===== src/rtl/module_pkt_gen.sv =====
// Multi-channel packet generator: one IDLE/SEND/GAP FSM per channel emits
// command/single packets on a valid/ready link, with run control and a handshake counter.
module module_pkt_gen #(
  parameter int NCH   = 4,
  parameter int CNT_W = 16,
  parameter int GAP_W = 16
) (
  input  logic                 clk,
  input  logic                 rst_n,
  input  logic                 start,
  input  logic                 stop,
  input  logic [1:0]           mode,
  input  logic [CNT_W-1:0]     burst_len,
  input  logic [GAP_W-1:0]     gap,
  input  logic [NCH-1:0]       ch_en,
  input  logic [31:0]          cmd_payload,
  input  logic [NCH-1:0]       ready,
  output logic [NCH-1:0]       valid,
  output logic [NCH*128-1:0]   data,
  output logic                 busy,
  output logic                 done,
  output logic [CNT_W-1:0]     sent_count
);

  typedef enum logic [1:0] {S_IDLE = 2'd0, S_SEND = 2'd1, S_GAP = 2'd2} state_e;

  function automatic logic [127:0] build_pkt(input logic [3:0] ch, input logic single,
                                             input logic [31:0] payload);
    build_pkt = {5'b11111, single, ch, 2'b00, ~single, 83'd0, payload};
  endfunction

  state_e           state_q [NCH];
  state_e           state_d [NCH];
  logic [31:0]      seq_q   [NCH];
  logic [31:0]      seq_d   [NCH];
  logic [GAP_W-1:0] gcnt_q  [NCH];
  logic [GAP_W-1:0] gcnt_d  [NCH];
  logic [NCH-1:0]   stop_pend_q, stop_pend_d;

  logic [1:0]       mode_q;
  logic [CNT_W-1:0] burst_q;
  logic [GAP_W-1:0] gap_q;
  logic [NCH-1:0]   chen_q;
  logic [31:0]      cmd_q;

  logic             busy_q, busy_d, busy_dly_q, done_q, done_d;
  logic [CNT_W-1:0] sent_q, sent_d;

  logic             accept_s;
  logic [NCH-1:0]   hs_s;
  logic [31:0]      burst32_s;
  logic [4:0]       pop_s;
  logic [CNT_W:0]   sum_s;

  assign accept_s  = start & ~busy_q;
  assign hs_s      = valid & ready;
  assign burst32_s = 32'(burst_q);

  // State, sequence, gap counters and run bookkeeping registers.
  always_ff @(posedge clk or negedge rst_n) begin
    if (!rst_n) begin
      for (int k = 0; k < NCH; k++) begin
        state_q[k] <= S_IDLE;
        seq_q[k]   <= 32'd0;
        gcnt_q[k]  <= '0;
      end
      stop_pend_q <= '0;
      mode_q      <= 2'd0;
      burst_q     <= '0;
      gap_q       <= '0;
      chen_q      <= '0;
      cmd_q       <= 32'd0;
      busy_q      <= 1'b0;
      busy_dly_q  <= 1'b0;
      done_q      <= 1'b0;
      sent_q      <= '0;
    end else begin
      for (int k = 0; k < NCH; k++) begin
        state_q[k] <= state_d[k];
        seq_q[k]   <= seq_d[k];
        gcnt_q[k]  <= gcnt_d[k];
      end
      stop_pend_q <= stop_pend_d;
      if (accept_s) begin
        mode_q  <= (mode == 2'd3) ? 2'd0 : mode;
        burst_q <= burst_len;
        gap_q   <= gap;
        chen_q  <= ch_en;
        cmd_q   <= cmd_payload;
      end
      busy_q     <= busy_d;
      busy_dly_q <= busy_q;
      done_q     <= done_d;
      sent_q     <= sent_d;
    end
  end

  // Next-state logic for every channel FSM plus busy/done/counter.
  always_comb begin
    busy_d = 1'b0;
    pop_s  = 5'd0;
    for (int k = 0; k < NCH; k++) begin
      state_d[k]     = state_q[k];
      seq_d[k]       = seq_q[k];
      gcnt_d[k]      = gcnt_q[k];
      stop_pend_d[k] = stop_pend_q[k];
      case (state_q[k])
        S_IDLE: begin
          if (accept_s && ch_en[k]) begin
            state_d[k]     = S_SEND;
            seq_d[k]       = 32'd0;
            stop_pend_d[k] = 1'b0;
          end else begin
            state_d[k] = S_IDLE;
          end
        end
        S_SEND: begin
          if (hs_s[k]) begin
            seq_d[k] = seq_q[k] + 32'd1;
            // Stop wins over burst continuation; the handshake itself still counts.
            if (stop || stop_pend_q[k]) begin
              state_d[k]     = S_IDLE;
              stop_pend_d[k] = 1'b0;
            end else if ((burst_q != '0) && (seq_q[k] + 32'd1 == burst32_s)) begin
              state_d[k] = S_IDLE;
            end else if (gap_q != '0) begin
              state_d[k] = S_GAP;
              gcnt_d[k]  = gap_q - GAP_W'(1);
            end else begin
              state_d[k] = S_SEND;
            end
          end else if (stop) begin
            stop_pend_d[k] = 1'b1;
          end else begin
            stop_pend_d[k] = stop_pend_q[k];
          end
        end
        S_GAP: begin
          if (stop) begin
            state_d[k] = S_IDLE;
          end else if (gcnt_q[k] == '0) begin
            state_d[k] = S_SEND;
          end else begin
            gcnt_d[k] = gcnt_q[k] - GAP_W'(1);
          end
        end
        default: state_d[k] = S_IDLE;
      endcase
      busy_d = busy_d | (state_d[k] != S_IDLE);
      pop_s  = pop_s + 5'(hs_s[k]);
    end

    done_d = (accept_s & ~(|ch_en)) | (busy_dly_q & ~busy_q);

    sum_s = {1'b0, sent_q} + (CNT_W+1)'(pop_s);
    if (accept_s) begin
      sent_d = '0;
    end else if (sum_s[CNT_W]) begin
      sent_d = '1;
    end else begin
      sent_d = sum_s[CNT_W-1:0];
    end
  end

  // Output decode: valid and packet contents from registered channel state.
  always_comb begin
    valid = '0;
    data  = '0;
    for (int k = 0; k < NCH; k++) begin
      if (state_q[k] == S_SEND && chen_q[k]) begin
        valid[k] = 1'b1;
        data[128*k +: 128] = build_pkt(4'(k),
            (mode_q == 2'd1) | ((mode_q == 2'd2) & seq_q[k][0]),
            ((mode_q == 2'd1) | ((mode_q == 2'd2) & seq_q[k][0])) ? seq_q[k] : cmd_q);
      end else begin
        valid[k] = 1'b0;
      end
    end
  end

  assign busy       = busy_q;
  assign done       = done_q;
  assign sent_count = sent_q;

endmodule


===== config.mk =====
export PLATFORM = sky130hd
export DESIGN_NAME = module_pkt_gen
export DESIGN_NICKNAME = d
export VERILOG_FILES = /design/src/rtl/module_pkt_gen.sv
export SDC_FILE = /design/constraint.sdc
export NUM_CORES = 1
export LEC_CHECK = 0
export ABC_AREA = 1
export CAP_MARGIN = 0
export CORE_MARGIN = 1.5
export CORE_UTILIZATION = 42
export DETAILED_ROUTE_END_ITERATION = 8
export PLACE_DENSITY_LB_ADDON = 0.05
export SETUP_SLACK_MARGIN = 0.3
export SLEW_MARGIN = 10
export SYNTH_ARGS = -nofsm -noshare
export SYNTH_HDL_FRONTEND = slang
export SYNTH_SLANG_ARGS = --single-unit

===== constraint.sdc =====
create_clock -name clk -period 9.75 [get_ports clk]
set_input_delay 0.975 -clock clk [delete_from_list [all_inputs] [get_ports clk]]
set_output_delay 0.975 -clock clk [all_outputs]
set_load 0.005 [all_outputs]

Yosys cells after proc, flatten, opt, wreduce, memory -nomap -nowiden

Index checks and enable logic that the tools add are counted.

Register bits after elaboration: 293
Input port bits: 78
Output and inout port bits: 534
Logic and storage cells: 260

Add/subtract/negate cells: 13
Eq/ne operators: 51
Muxes and demuxes: 98
Bitwise operators: 22
Reductions and logical operators: 51

Operators with widths:

| operator                | number |
|---|---|
| $mux W128               | 4 |
| $mux W32                | 12 |
| $mux W16                | 23 |
| $pmux W32 S2            | 4 |
| $add A32 B1 Y32 const B | 4 |
| $eq A32 B16 Y1          | 4 |
| $pmux W16 S2            | 4 |
| $sub A16 B1 Y16 const B | 5 |
| $logic_not A16 Y1       | 4 |
| $ne A2 B2 Y1 const B    | 28 |
| $mux W2                 | 22 |
| $reduce_bool A16 Y1     | 2 |
| $reduce_and A7 Y1       | 4 |
| $ne A3 B3 Y1 const B    | 8 |
| $pmux W2 S3             | 4 |
| $reduce_bool A2 Y1      | 12 |
| $mux W1                 | 21 |
| $add A16 B4 Y17         | 1 |
| $reduce_and A4 Y1       | 4 |
| $eq A2 B2 Y1 const B    | 6 |
| $logic_and A1 B1 Y1     | 12 |
| $reduce_and A3 Y1       | 4 |
| $eq A2 B1 Y1 const B    | 5 |
| $logic_not A2 Y1        | 4 |
| other kinds (10)        | 34 |

Logic depth before layout (Yosys ltp)

Gate-level depths: netlist of the first run.

Depth in word-level cells: 11
Mapped depth: 22
Mapped depth without buffers: 21

Worst setup path before layout of the first run

No wires, ideal clock.

Path kind: input port to flip-flop
Start point: input ready[0]
End point: register sent_q[13] (netlist: sent_count[13])
Library setup time: 65 ps
Arrival time: 3,972 ps
Required time: 9,685 ps
Slack: 5,713 ps
Stages on the path: 18
Buffers on the path: 1
Path through: nand2_1 -> inv_1 -> clkbuf_1 -> fa_1 -> fa_1 -> inv_1 -> fa_1 -> nor2_1 -> inv_1 -> nor2_1 -> nand4_1 -> nor2_1 -> inv_1 -> nor2_1 -> clkinv_1 -> o21ai_0 -> o21ai_0 -> inv_1

Longest elaborated chain between the ends: 7

RTL lines:

| what                   | line | text |
|---|---|---|
| start: declaration     | 17   | `input logic [NCH-1:0] ready,` |
| $and A4 B4 Y4          | 56   | `assign hs_s = valid & ready;` |
| $add A1 B1 Y2          | 150  | `pop_s = pop_s + 5'(hs_s[k]);` |
| $add A2 B1 Y3          | 150  |  |
| $add A3 B1 Y4          | 150  |  |
| $add A16 B4 Y17        | 155  | `sum_s = {1'b0, sent_q} + (CNT_W+1)'(pop_s);` |
| $mux W16               | 158  | `end else if (sum_s[CNT_W]) begin` |
| $mux W16               | 156  | `if (accept_s) begin` |
| named net sent_d[13]   | 47   | `logic [CNT_W-1:0] sent_q, sent_d;` |
| end signal: assignment | 94   | `sent_q <= sent_d;` |
| end: declaration       | 47   |  |

The timed path passes the listed nets, and every way through them passes these cells.
A chain may end at the register's enable or synchronous reset.

Worst setup path in the final report of the first run

Start point: register state_q[2] in the netlist's numbering
End point: register sent_q[13] (netlist: sent_count[13])

Longest elaborated chain between the ends: 9

RTL lines:

| what                             | line | text |
|---|---|---|
| start: declaration               | 32   | `state_e state_q [NCH];` |
| start signal: indexed assignment | 79   | `state_q[k] <= state_d[k];` |
| $eq A2 B1 Y1                     | 170  | `if (state_q[k] == S_SEND && chen_q[k]) begin` |
| $logic_and A1 B1 Y1              | 170  |  |
| $mux W1                          | 170  |  |
| $and A4 B4 Y4                    | 56   |  |
| $add A2 B1 Y3                    | 150  |  |
| $add A3 B1 Y4                    | 150  |  |
| $add A16 B4 Y17                  | 155  |  |
| $mux W16                         | 158  |  |
| $mux W16                         | 156  |  |
| named net sent_d[13]             | 47   |  |

The timed path passes the listed nets, and every way through them passes these cells.

==> results.cfg, run 1 <==
[global_route]
grtUsageTotal_pct = 31.25
grt_pass1_wl_um = 134200
gr-usage-met2_pct = 51.27
grt_pass1_vias = 21170
grt_busiest_layer = met2
grt_antenna_before_repair = 0
use_met1_pct = 42.12
grt_overflow = 0
grt_max_degree = 142
grt_util_met3_pct = 3.548

[clocking]
htreeDepth = 2
cts_buffer_depth = 3
cts_num_sinks = 293
clk_latency_ns = 0.58
cts_root_buf = clkbuf_16
clk_pin_slew_ns = 0.05
cts_resized = 0
numCtsBuffers = 39
cts_tree = done
cts_hold_buf = 0
post-cts-setup-buffers = 0

[routing]
via_per_inst = 5.247
drt_iter0_drc = 2302
wire_per_inst_um = 20.81
final_antenna_net_count = 0
route.detailed.drc = 0
firstDrtPassIters = 6
num_vias = 23420
wirelength_um = 92870

[worst_setup_path]
crit-reg2reg-launch = state_q[2]
crit_type = flop to flop
cp_slowest_cell = nand2_1
reg2reg_slack_ns = 3.58
cpMostUsedCell = inv_1
crit_buf_inv = 9
crit_family = simple AND/OR/NAND/NOR gates
start_kind = flop
crit_chain = inv_1 -> nor2_1 -> inv_1 -> nor2_1 -> buf_4 -> nand2_1 -> inv_1 -> fa_1 -> fa_1 -> inv_1 -> fa_1 -> nor2_1 -> inv_1 -> nor2_1 -> nand4_1 -> nor2_1 -> inv_1 -> nor2_1 -> clkinv_1 -> o21ai_0 -> o21ai_0 -> inv_1
arrival_ns = 6.68
r2r_end = sent_count[13]
reg2reg_depth = 22
crit_fanout = 22
max_stage_delay_ns = 0.96
crit_path_end_kind = flop
required_ns = 10.26

[sta]
finalCritPeriodShare_pct = 63.26
rsz0062_at_grt = no
min_period_ns = 6.168
setup_viol = 0
drv_slew = 0
final_hold_viol_count = 0
fmax_mhz = 162.1
slew_headroom_pct = 11.04
fin_worst_skew_ns = 0.01334
fin_ws_ns = 3.582
timing.setup.tns_ns = 0
worstMarginPinSlew_ns = 1.331

[synthesis]
synth_compound_area_share_pct = 13.96
yosys.area_share.simple_pct = 31.13
synth-xor-area-share_pct = 2.278
synthCells = 3490
synth.avg_cell_area_um2 = 6.783
synthMuxAreaShare_pct = 0
synth_area_um2 = 23670
yosys_register_bits = 293
synth_edf_count = 0
synthAdderAreaFrac_pct = 0.7823
synthArstFlopShare_pct = 100.0
synth_top_family_by_area = simple AND/OR/NAND/NOR gates
ys_types = 51
synth-seq-area-share_pct = 30.97
yosysWarnings = 0
synth_ff_type = dfrtp_1

[floorplanning]
rows = 86
ioPinCount = 612
core_area_um2 = 55420
start_util_pct = 42.72
dieArea_um2 = 57790
die_h_um = 240.4
die_x_um = 240.4

[power]
leakagePower_nw = 12.51
power_density_nw_per_um2 = 227.9
ir_drop_v = 0.0001706
p_total_mw = 6.096

[cells_and_area]
fillCellCount = 5756
instances_no_fill = 4463
drive_gt1_share_pct = 6.918
area_delta_synth_final_pct = 13.00
fin_area_um2 = 26750
final_cell_mix = 903 x nand2_1, 430 x inv_1, 352 x conb_1
layout_commonest_cell = nand2_1
diodes = 0
nets = 3781

[run_status]
status = finished clean

[place]
gp_congestion = 0.9495
post-place-cells = 4397
portBuffers = 259
dp.final_hpwl_um = 69730
place_area_um2 = 25450
dp_slack_ns = 3.165

[job]
maxCapViolCount = 0

[worst_hold_path]
hold_class = primary input to asynchronous set/reset pin
synth_stat cells, types with 26 or more instances:
library cell	n	share of area (%)
clkbuf_1	71	1.1
inv_1	430	6.8
o21ai_2	32	1.2
nand2_1	903	14
dfrtp_1	293	31
xor2_1	43	1.6
nand4_1	43	1.1
nand3_1	253	5.3
nor2_1	326	5.2
nor3_1	32	0.68
a21oi_1	43	0.91
buf_4	377	12
o22ai_1	216	5.7
o21ai_0	177	3.7
o21ai_1	26	0.55
nor2_2	29	0.77
how the worst max path moves through the flow:
stage	cells past startpoint	end	slack, ns	startpoint
floorplan	18	sent_count[13]	5.71	ready[0]
global placement	18	sent_count[13]	3.27	ready[2]
detailed placement	18	sent_count[13]	3.16	ready[2]
CTS	22	sent_count[13]	3.72	state_q[2]
global route	22	sent_count[13]	3.25	state_q[2]
finish	22	sent_count[13]	3.58	state_q[2]
state kept, by name, summed over array words and instances, names as in the netlist, 2 cells and up:
| signal | cells |
|---|---|
| chen_q | 4 |
| cmd_q | 32 |
| stop_pend_q | 4 |
| sent_count | 16 |
| burst_q | 16 |
| gcnt_q | 64 |
| state_q | 8 |
| gap_q | 16 |
| mode_q | 2 |
| seq_q | 128 |
worst reg2reg max path: stages, from the launching register on:
cell      delay [ns]
dfrtp_1         0.36
inv_1           0.09
nor2_1          0.08
inv_1           0.08
nor2_1          0.04
buf_4           0.17
nand2_1         0.97
inv_1           0.86
fa_1            0.77
fa_1            0.19
inv_1           0.06
fa_1            0.37
nor2_1          0.14
inv_1           0.07
nor2_1          0.22
nand4_1         0.19
nor2_1          0.24
inv_1           0.07
nor2_1          0.38
clkinv_1        0.42
o21ai_0         0.18
o21ai_0         0.09
inv_1           0.08
power by group:
group,leakage [nW],internal (mW),switching [mW]
clock,0.641,0.896,0.606
sequential,3.83,1.53,0.326
combinational,8.04,0.867,1.87
total,12.5,3.29,2.80
routing by layer:
metal,up-vias,part of all wire (%)
met5,-,0
li1,10970,-
met2,999,47
met3,159,6.1
met1,11290,43
met4,0,3.8
per-stage QoR:
stage,utilization (%),hold slack (ns)
after CTS,48.27,0.4829
after detailed placement,45.93,0.4702
final,48.27,0.4887
after global placement,45.93,0.4537
after global routing,48.27,0.5105
after floorplan,-,0.4105
cell type report:
| type | instances | area (um2) | share of cell area [%] |
|---|---|---|---|
| inverters | 446 | 1674 | 6.259 |
| multi-input cells | 2634 | 12770 | 47.75 |
| well taps | 748 | 935.9 | 3.499 |
| flip-flops and latches | 293 | 7332 | 27.41 |
| repair buffers | 276 | 2738 | 10.23 |
| clock inverters | 12 | 152.6 | 0.5707 |
| clock buffers | 54 | 1144 | 4.275 |
logic make-up (layout without fill, tap and decap cells):
family / after synthesis / in the layout
xor gates and xnor gates: 56 / 56
other: 1 / 352
buffers and inverters: 914 / 788
and+or+nand+nor: 1680 / 1680
adders and majority gates: 13 / 13
AOI/OAI and AO/OA: 533 / 533
DFF: 293 / 293
Note: power is estimated with default switching activity, not from simulation.
==> run 2: changes to the inputs <==
Clock period 9.75 ns to 6.15 ns, I/O delays scaled along.
==> run 2 against run 1 <==
Sequential cell count did not move. Register-to-register slack got worse by 2.4 ns. Global-route usage fell by 0.13 points. Clock power rose by 56%. Non-clock buffer count rose by 3. Sequential share of layout area barely moved. Maximum frequency rose by 24%. Cell count rose by 0.16%. Clock skew rose by 0.00087 ns. Via count fell by 0.65%.
==> results.cfg, run 2 (synthesized netlist as in run 1, its figures left out) <==
[sta]
timing.setup.tns_ns = 0
drv_slew = 0
holdWs_ns = 0.01240
final_hold_viol_count = 0
rsz0062_at_grt = no
min_period_ns = 4.993
setup_viol = 0
fmax_mhz = 200.3
worstMarginPinSlew_ns = 1.166
finalCritPeriodShare_pct = 81.19
slew_headroom_pct = 22.09
fin_worst_skew_ns = 0.01421

[worst_setup_path]
start_kind = flop
crit_type = flop to flop
crit_fanout = 21
arrival_ns = 5.49
required_ns = 6.64
max_stage_delay_ns = 0.63
crit_path_end_kind = flop
cpMostUsedCell = inv_1
crit_chain = inv_1 -> nor2_1 -> inv_1 -> nor2_1 -> nand2_1 -> buf_4 -> inv_1 -> fa_1 -> inv_1 -> fa_1 -> nor2_1 -> inv_1 -> nor2_1 -> nand4_1 -> nor2_1 -> inv_1 -> nor2_1 -> clkinv_1 -> o21ai_0 -> o21ai_0 -> inv_1
reg2reg_depth = 21
reg2reg_slack_ns = 1.16
r2r_end = sent_count[13]
crit_family = simple AND/OR/NAND/NOR gates
crit_buf_inv = 9
crit-reg2reg-launch = state_q[4]
cp_slowest_cell = inv_1

[routing]
via_per_inst = 5.205
final_antenna_net_count = 0
wire_per_inst_um = 20.63
drt_iter0_drc = 1914
route.detailed.drc = 0
num_vias = 23270
wirelength_um = 92230
firstDrtPassIters = 6

[power]
power_density_nw_per_um2 = 360.5
p_total_mw = 9.652
ir_drop_v = 0.0002445
p_sw_mw = 4.461
sw_frac_of_total_pct = 46.22
leakagePower_nw = 12.51
p_seq_share_pct = 30.5
power_frac_comb_pct = 45.2
pwr-share-clk_pct = 24.3
p_int_mw = 5.190

[cells_and_area]
top_regs = seq_q x128, gcnt_q x64, cmd_q x32
final_cell_mix = 903 x nand2_1, 430 x inv_1, 352 x conb_1
drive_gt1_share_pct = 7.041
largest_reg_flops = 128
nets = 3784
area_delta_synth_final_pct = 13.10
layout_commonest_cell = nand2_1
largest_register = seq_q

[clocking]
clk_pin_slew_ns = 0.06
cts_hold_buf = 0
cts_root_buf = clkbuf_16
post-cts-setup-buffers = 0
clk_latency_ns = 0.57
cts_tree = done
numCtsBuffers = 39
htreeDepth = 2
cts_buffer_depth = 3
cts_num_sinks = 293
cts_resized = 0

[worst_hold_path]
hold_class = primary input to asynchronous set/reset pin

[global_route]
grt_max_degree = 115
grt_pass1_vias = 21210
grt_overflow = 0
grtUsageTotal_pct = 31.12
grt_pass1_wl_um = 133700
grt_antenna_before_repair = 1

[floorplanning]
core_area_um2 = 55420
rows = 86
dieArea_um2 = 57790
ioPinCount = 612
start_util_pct = 42.72
die_h_um = 240.4
die_x_um = 240.4

[place]
dp.final_hpwl_um = 69840
portBuffers = 259
gp_congestion = 0.9704

[job]
maxCapViolCount = 0

[run_status]
status = finished clean
==> run 2: power by group through the flow <==
stage          Combinational, mW  Clock (mW)  Sequential (mW)
2_1_floorplan               2.67           0             2.73
3_3_place_gp                4.29           0             2.95
3_5_place_dp                4.33           0             2.96
4_1_cts                     4.35        2.40             2.93
5_1_grt                     4.71        2.47             3.00
6_report                    4.37        2.34             2.94
==> run 2: final cells by class <==
type	count	area [um2]
sequential	293	7332
multi-input combinational	2634	12770
inverter	446	1674
timing repair buffer	279	2760
clock inverter	14	148.9
antenna	1	2.502
clock buffer	55	1147
tap	748	935.9
fill	5778	28640
==> run 2: stage by stage <==
stage                     instances  setup WS, ns  utilization [%]  cell area [um2]
after global routing           4469        0.5927            48.31            26770
after global placement         4400         1.201            45.97            25470
final                          4470         1.157            48.31            26770
after floorplan                3841         2.224                -            24990
after detailed placement       4400         1.125            45.97            25470
after CTS                      4469         1.117            48.31            26770
==> run 2: metal layers <==
| layer | vias to the layer above | share of wire, % | track usage, % | wire length, um |
|---|---|---|---|---|
| met5 | - | 0 | 0 | 0 |
| met4 | 0 | 4.6 | 13.44 | 4286 |
| met3 | 155 | 6.8 | 4.305 | 6313 |
| met2 | 994 | 46 | 50.48 | 42620 |
| met1 | 11140 | 42 | 41.33 | 39010 |
| li1 | 10970 | - | - | - |
==> run 2: worst max-delay path by stage <==
stage | depth (start not counted) | startpoint | endpoint
global placement | 20 | ready[2] | sent_count[13]
finish | 21 | state_q[4] | sent_count[13]
CTS | 21 | state_q[4] | sent_count[13]
global route | 21 | state_q[4] | sent_count[13]
floorplan | 21 | state_q[3] | sent_count[13]
detailed placement | 20 | ready[2] | sent_count[13]
==> run 2: worst reg2reg max path: stages (launching register included) <==
cell and delay [ns]:
dfrtp_1 0.38, inv_1 0.09, nor2_1 0.13, inv_1 0.05, nor2_1 0.51, nand2_1 0.11
buf_4 0.27, inv_1 0.64, fa_1 0.34, inv_1 0.06, fa_1 0.38, nor2_1 0.14
inv_1 0.07, nor2_1 0.22, nand4_1 0.16, nor2_1 0.23, inv_1 0.06, nor2_1 0.31
clkinv_1 0.39, o21ai_0 0.18, o21ai_0 0.10, inv_1 0.10
==> run 3: changes to the inputs <==
Clock period 6.15 ns to 4.8 ns, I/O delays scaled along.
==> run 3 against run 2 <==
Die area unchanged. Power grew 31%. First-iteration DRC count increased by 18%. Global-route usage rose by 0.12 points. Register-to-register slack worse by 0.28 ns. Combinational power rose by 29%. Setup slack worse by 0.35 ns. Largest power group unchanged.
==> results.cfg, run 3 (synthesized netlist as in run 1, its figures left out) <==
[routing]
num_vias = 23240
wire_per_inst_um = 20.58
final_antenna_net_count = 0
firstDrtPassIters = 6
wirelength_um = 92190
route.detailed.drc = 0
drt_iter0_drc = 2264
via_per_inst = 5.187

[power]
pwr-share-clk_pct = 25.8
power_frac_comb_pct = 44.5
power_density_nw_per_um2 = 468.9
p_total_mw = 12.63
ir_drop_v = 0.0003138
p_seq_share_pct = 29.7
leakagePower_nw = 12.61
p_sw_mw = 5.739
p_int_mw = 6.888
sw_frac_of_total_pct = 45.45

[floorplanning]
start_util_pct = 42.72
rows = 86
core_area_um2 = 55420
die_h_um = 240.4
dieArea_um2 = 57790
ioPinCount = 612
die_x_um = 240.4

[worst_setup_path]
startpoint = state_q[4]
cp_num_cells = 11
max_stage_delay_ns = 0.65
cp_slowest_cell = clkdlybuf4s50_1
required_ns = 4.32
reg2reg_depth = 22
crit_chain = inv_1 -> nor2_1 -> inv_1 -> nor2_1 -> buf_4 -> inv_1 -> nor2_1 -> inv_1 -> buf_4 -> o22ai_1 -> clkdlybuf4s50_1
crit_family = buffers and inverters
crit-reg2reg-launch = state_q[2]
crit_fanout = 25
start_kind = flop
cpMostUsedCell = inv_1
crit_end = data[130]
reg2reg_slack_ns = 0.88
crit_path_end_kind = output pin
crit_buf_inv = 7
r2r_end = sent_count[13]
crit_type = flop to output pin
arrival_ns = 3.51

[clocking]
cts_num_sinks = 293
cts_root_buf = clkbuf_16
cts_tree = done
numCtsBuffers = 39
htreeDepth = 2
cts_buffer_depth = 3
clk_latency_ns = 0.58
clk_pin_slew_ns = 0.06

[global_route]
grt_overflow = 0
grt_pass1_vias = 21520
grtUsageTotal_pct = 31.24
grt_antenna_before_repair = 1
grt_pass1_wl_um = 134700
grt_max_degree = 129

[sta]
min_period_ns = 3.993
final_hold_viol_count = 0
drv_slew = 0
setup_viol = 0
holdWs_ns = 0.4113
fmax_mhz = 250.4
rsz0062_at_grt = no
fin_worst_skew_ns = 0.01415
timing.setup.tns_ns = 0
worstMarginPinSlew_ns = 1.181
slew_headroom_pct = 21.15
finalCritPeriodShare_pct = 83.19

[place]
dp.final_hpwl_um = 69560
gp_congestion = 0.9573
portBuffers = 259

[cells_and_area]
multi_input_area_um2 = 12750
layout_commonest_cell = nand2_1
top_regs = seq_q x128, gcnt_q x64, cmd_q x32
nets = 3791
drive_gt1_share_pct = 7.346
largest_register = seq_q
largest_reg_flops = 128
postLayoutCoreUtil_pct = 48.60
fillCellCount = 5700
area_delta_synth_final_pct = 13.77
final_cell_mix = 903 x nand2_1, 430 x inv_1, 352 x conb_1
register_area_um2 = 7332

[job]
maxCapViolCount = 0

[worst_hold_path]
hold_class = primary input to asynchronous set/reset pin

[run_status]
status = finished clean
-- run 3: changes by cell type in the layout (fill, tap and decap cells not counted), sizes merged --
| cell | delta |
|---|---|
| buf | +6 |
| clkinv | +1 |
| inv | +1 |
| bufinv | +5 |
| diode | +1 |
| dlygate4sd3 | +1 |
| clkbuf | -5 |
-- run 3: worst min-delay path by stage --
| stage | cells after the start | end | startpoint | slack [ns] |
|---|---|---|---|---|
| floorplan | 0 | burst_q[0] | rst_n | 0.18 |
| global placement | 1 | seq_q[26] | rst_n | 0.45 |
| detailed placement | 1 | seq_q[26] | rst_n | 0.44 |
| CTS | 2 | seq_q[26] | rst_n | 0.43 |
| global route | 2 | cmd_q[19] | rst_n | 0.45 |
| finish | 2 | seq_q[26] | rst_n | 0.41 |
-- run 3: what timing repair did --
item	CTS	global route
hold buffers	1	0
gates resized for setup	0	2
endpoints found under the setup margin	0	5
endpoints found under the hold margin	52	0
setup buffers	0	0
-- run 3: power groups by stage --
stage	logic, mW	clock network, mW	registers, mW
final	5.62	3.26	3.75
after global routing	6.06	3.40	3.82
after CTS	5.58	3.31	3.73
after detailed placement	5.55	0	3.77
after global placement	5.51	0	3.76
after floorplan	3.43	0	3.50
-- run 3: cell type report --
class	instances	area share, %
Timing Repair Buffer	286	10.50
Inverter	446	6.216
Clock buffer	50	4.079
Tap cell	748	3.475
Sequential cell	293	27.23
Clock inverter	21	1.134
Antenna cell	2	0.01858
Multi-Input combinational cell	2634	47.35
-- run 3: through the flow --
step / setup WS (ns) / instances / instance area (um2)
2_1_floorplan: 0.8745 / 3841 / 24990
3_3_place_gp: 0.5131 / 4406 / 25510
3_5_place_dp: 0.4981 / 4406 / 25510
4_1_cts: 0.6154 / 4478 / 26920
5_1_grt: 0.5297 / 4478 / 26930
6_report: 0.8067 / 4480 / 26930
-- run 3: worst register-to-register path, cell delays in order, from the launching register on --
cell,delay [ns]
dfrtp_1,0.36
inv_1,0.09
nor2_1,0.07
inv_1,0.07
nor2_1,0.04
buf_4,0.17
nand2_1,0.10
inv_1,0.13
fa_1,0.54
fa_1,0.19
inv_1,0.05
fa_1,0.37
nor2_1,0.14
inv_1,0.07
nor2_1,0.20
nand4_1,0.17
nor2_1,0.23
inv_1,0.06
nor2_1,0.33
inv_2,0.19
o21ai_0,0.11
o21ai_0,0.09
inv_1,0.08
-- run 3: per-layer routing --
| layer | GRT usage, % | vias up | share of wire, % |
|---|---|---|---|
| li1 | - | 10990 | - |
| met2 | 51.02 | 972 | 47 |
| met1 | 41.24 | 11130 | 42 |
| met5 | 0 | - | 0 |
| met3 | 4.145 | 146 | 7.0 |
| met4 | 13.70 | 0 | 4.2 |
